===== src/rtl/shift_add_mult_ctrl.sv =====
// Sequential unsigned shift-and-add multiplier.
// A one-hot controller (T0 idle, T1 add, T2 shift, T3 done) sequences a
// datapath of multiplicand MD, multiplier MR, accumulator ACC and product P.
// The loop stops as soon as the remaining multiplier bits are all zero, so
// the latency depends on the position of the highest set bit of B.
module shift_add_mult_ctrl #(
  parameter int WIDTH = 8
) (
  input  logic                 CLK,
  input  logic                 RST,
  input  logic                 S,
  input  logic [WIDTH-1:0]     A,
  input  logic [WIDTH-1:0]     B,
  output logic [2*WIDTH-1:0]   P,
  output logic                 BUSY,
  output logic                 DONE,
  output logic [3:0]           STATE
);

  // One-hot state constants {T3,T2,T1,T0}
  localparam logic [3:0] T0 = 4'b0001;
  localparam logic [3:0] T1 = 4'b0010;
  localparam logic [3:0] T2 = 4'b0100;
  localparam logic [3:0] T3 = 4'b1000;

  logic [3:0]         state_q, state_d;
  logic [2*WIDTH-1:0] md_q, md_d;
  logic [WIDTH-1:0]   mr_q, mr_d;
  logic [2*WIDTH-1:0] acc_q, acc_d;
  logic [2*WIDTH-1:0] p_q, p_d;
  logic               z;

  // Multiplier is exhausted once the bits that survive the shift are all zero
  assign z = (mr_q[WIDTH-1:1] == '0);

  // Next-state and datapath control
  always_comb begin
    // NOTE: every variable gets a default first so no path leaves it
    // unassigned; otherwise synthesis infers a latch.
    state_d = state_q;
    md_d    = md_q;
    mr_d    = mr_q;
    acc_d   = acc_q;
    p_d     = p_q;
    case (state_q)
      T0: begin
        if (S) begin
          md_d    = {{WIDTH{1'b0}}, A};
          mr_d    = B;
          acc_d   = '0;
          state_d = T1;
        end
      end
      T1: begin
        if (mr_q[0]) begin
          acc_d = acc_q + md_q;
        end
        state_d = T2;
      end
      T2: begin
        md_d = md_q << 1;
        mr_d = mr_q >> 1;
        if (z) begin
          p_d     = acc_q;
          state_d = T3;
        end else begin
          state_d = T1;
        end
      end
      T3: begin
        state_d = T0;
      end
      default: begin
        // Illegal encoding: fall back to idle
        state_d = T0;
      end
    endcase
  end

  // State and datapath registers with asynchronous reset
  always_ff @(posedge CLK or posedge RST) begin
    // NOTE: sequential state uses non-blocking assignments so all registers
    // update together from values sampled at the same edge.
    if (RST) begin
      state_q <= T0;
      md_q    <= '0;
      mr_q    <= '0;
      acc_q   <= '0;
      p_q     <= '0;
    end else begin
      state_q <= state_d;
      md_q    <= md_d;
      mr_q    <= mr_d;
      acc_q   <= acc_d;
      p_q     <= p_d;
    end
  end

  assign P     = p_q;
  assign BUSY  = state_q[1] | state_q[2];
  assign DONE  = state_q[3];
  assign STATE = state_q;

endmodule

===== config.mk =====
export PLATFORM = sky130hd
export DESIGN_NAME = shift_add_mult_ctrl
export DESIGN_NICKNAME = d
export VERILOG_FILES = /design/src/rtl/shift_add_mult_ctrl.sv
export SDC_FILE = /design/constraint.sdc
export NUM_CORES = 1
export LEC_CHECK = 0
export BUFFER_PORTS_ARGS = -buffer_cell sky130_fd_sc_hd__buf_2
export CAP_MARGIN = 10
export CORE_AREA = 5 5 101 103
export DETAILED_ROUTE_END_ITERATION = 7
export DIE_AREA = 0 0 106 108
export PLACE_DENSITY_LB_ADDON = 0.12
export SYNTH_ARGS = -nofsm -noshare
export SYNTH_HDL_FRONTEND = slang
export SYNTH_SLANG_ARGS = --single-unit

===== constraint.sdc =====
create_clock -name CLK -period 2.9 [get_ports CLK]
set_input_delay 0.29 -clock CLK [delete_from_list [all_inputs] [get_ports CLK]]
set_output_delay 0.29 -clock CLK [all_outputs]
set_load 0.03 [all_outputs]

==> results.txt <==
RSZ-0062 raised after global routing = false
Crit path max fanout = 4
Arr. time, crit path = 2.56 ns
Root Buffer = clkbuf_8
Layout Utilization = 40.3%
Sequential fraction of the synthesis area = 47.7%
Initial antenna violation count = 0
Row cnt = 35
Die Span X = 106 um
CTS Hold Bufs = 0
CP Launch Type = flop
Post-Place Cells = 481
Die area = 0.0114 mm2
# DRC = 0
Asr flop ratio synth = 100%
Slew at the pin closest to its max-slew limit = 0.894 ns
Pwr Total = 2.97 mW
DPL Wire Length = 5.20 mm
Pin count of the biggest net entering global routing = 49
Min Tclk post-route = 2.34 ns
GR Util All Layers = 14.0%
Vias in the first global route = 2499
Clock-pin transition on the worst setup and hold timing paths = 0.07 ns
Final-report max-slew violation count = 0
Type of the worst setup path = reg2reg
CTS Sinks = 60
Routability cong. = 0.845
GRT Residual Overflow = 0
CTS tree = done
CTS buffer count = 9
DRT iter0 DRCs = 86
Peak Freq = 427 MHz
Fraction of layout cells with a size suffix above 1 = 19.4%
Cell count after synthesis = 340
Worst-Skew Late Latency = 0.34 ns
Die Y = 108 um
Starting Density = 34.6%
# setup viols final = 0
Number of flops mapped to enable cells by yosys = 0
CP endpoint kind = flop
# fillers = 971
Total of max-cap violations = 0
Outcome = finished clean
Leak = 1.82 nW
Io pins = 41
Setup Skew = 0.00854 ns
Pwr/cell area = 810 mW/mm2
Finished Layout Cells = 497
Max_slew headroom = 40.4%
Hold Fails Final Rpt = 0
Layout Nets = 416
Hold/Removal Path Class = in2async
Initial DRT Pass Iterations = 4
First-pass GRT wire length = 12.6 mm
Top FF cell, synth = dfrtp_1
Worst Path Required = 3.12 ns
Routed Antenna Nets = 0
Synth Net Count = 375
Peak VDD IR = 0.378 mV
Core area = 0.00911 mm2
Final WL = 7.39 mm
Port bufs = 40
FF/Latch Area = 0.00150 mm2
Via count = 2457
# diodes = 0
Area growth, synth to finish = 16.5%
# resized after CTS = 0
Period utilisation layout = 80.8%
CTS Buffer Depth = 2
Multi-input logic area = 0.00154 mm2
CTS H-tree depth = 3
Vias per cell = 4.94
Avg Synthesized Cell Area = 9.26 um2
Synthesized flop and latch total = 60
Final setup TNS = 0 ns
Mapped Area = 0.00315 mm2
Drt wl/cell = 14.9 um
Syn. warnings = 0
Distinct cells, synth = 49
Number of setup buffers added after CTS = 0
[final cells by class]
type	count	share of cell area (%)
Tap cell	111	3.79
Timing Repair Buffer	47	6.89
Sequential cell	60	41.0
Clock buffer	12	4.23
Inverter	7	0.716
Multi-Input combinational cell	256	42.1
Clock inverter	4	1.30
[power by group]
group          total [mW]  internal [mW]  switching (mW)
clock               0.775          0.441           0.334
sequential           1.20           1.03           0.170
combinational       0.998          0.409           0.589
[through the flow]
stage / hold WS, ns / instance area [um2] / setup WS, ns
after detailed placement: 0.390 / 3460 / 0.583
after CTS: 0.0201 / 3670 / 0.554
final: 0.0134 / 3670 / 0.557
after global routing: 0.0423 / 3670 / 0.404
after floorplan: 0.421 / 3150 / 0.771
after global placement: 0.397 / 3460 / 0.606
[cells in the final DEF, fill, tap and decap left out, types with 2 or more instances in the layout]
cell	n
nor2b_1	3
ha_1	15
inv_1	5
buf_4	7
o211ai_1	3
or3_1	2
a2111oi_0	2
clkinv_2	2
buf_2	40
clkbuf_8	11
nor2_1	6
a32o_1	2
xor2_1	7
nor4b_2	2
dfrtp_1	59
inv_2	2
nand2_1	98
xnor2_1	2
and3_1	2
mux2i_1	16
a21oi_1	13
o21a_1	2
a21o_1	5
nand4_1	3
nand3_1	5
o21ai_0	43
a211oi_1	4
[state kept, by name (all words and copies together), names as in the netlist]
signal,flops
STATE,4
mr_q,8
acc_q,16
P,16
md_q,16
[worst max-delay path, stage by stage, from the launching register on]
cell and delay [ns]:
dfrtp_1 0.39, ha_1 0.24, inv_1 0.08, fa_1 0.20
nor2b_1 0.08, o31ai_2 0.33, a211oi_1 0.15, o21a_1 0.21
or3_1 0.30, a32o_1 0.26
[worst paths after layout]
path / start / to / slack [ns] / cells after the start
setup reg to reg: md_q[0] / acc_q[14] / 0.56 / 9
min in group CLK: A[0] / md_q[0] / 0.18 / 3
hold / removal: RST / mr_q[0] / 0.01 / 3
max in group asynchronous: RST / acc_q[7] / 2.55 / 3
hold reg to reg: P[10] / P[10] / 0.47 / 2
setup / recovery: md_q[0] / acc_q[14] / 0.56 / 9
[logic make-up (layout without fill, tap and decap cells)]
group / Yosys count / after routing / share of synthesized area, %
XOR/XNOR: 9 / 9 / 2.50
multiplexers: 16 / 16 / 5.09
buffers and inverters: 24 / 70 / 3.58
AND/OR/NAND/NOR: 131 / 131 / 18.1
flip-flops: 60 / 60 / 47.7
AO/OA/AOI/OAI: 84 / 84 / 16.4
adder cells (fa/ha/maj): 16 / 16 / 6.60
[synth_stat cells, types with 2 or more instances]
| cell type | instances | share of area, % |
|---|---|---|
| a2111oi_0 | 2 | 0.56 |
| a211oi_1 | 4 | 0.95 |
| a21o_1 | 5 | 1.2 |
| a21oi_1 | 13 | 2.1 |
| a32o_1 | 2 | 0.64 |
| and3_1 | 2 | 0.40 |
| buf_2 | 6 | 0.95 |
| buf_4 | 2 | 0.48 |
| clkbuf_1 | 8 | 0.95 |
| dfrtp_1 | 59 | 47 |
| ha_1 | 15 | 6.0 |
| inv_1 | 6 | 0.72 |
| mux2i_1 | 16 | 5.1 |
| nand2_1 | 98 | 12 |
| nand3_1 | 5 | 0.79 |
| nand4_1 | 3 | 0.60 |
| nor2_1 | 6 | 0.72 |
| nor2b_1 | 3 | 0.60 |
| nor3_1 | 2 | 0.32 |
| o211ai_1 | 3 | 0.72 |
| o21a_1 | 2 | 0.48 |
| o21ai_0 | 43 | 6.8 |
| or3_1 | 2 | 0.40 |
| xnor2_1 | 2 | 0.56 |
| xor2_1 | 7 | 1.9 |
[layer usage]
layer  vias up  track usage [%]  share of wire (%)
met4         0             4.44                1.2
met3        10             3.64                3.1
met2        36             22.5                 44
li1       1264                -                  -
met1      1147             18.7                 52
met5         -                0                  0
No activity file was read; power rests on OpenSTA's default activity.
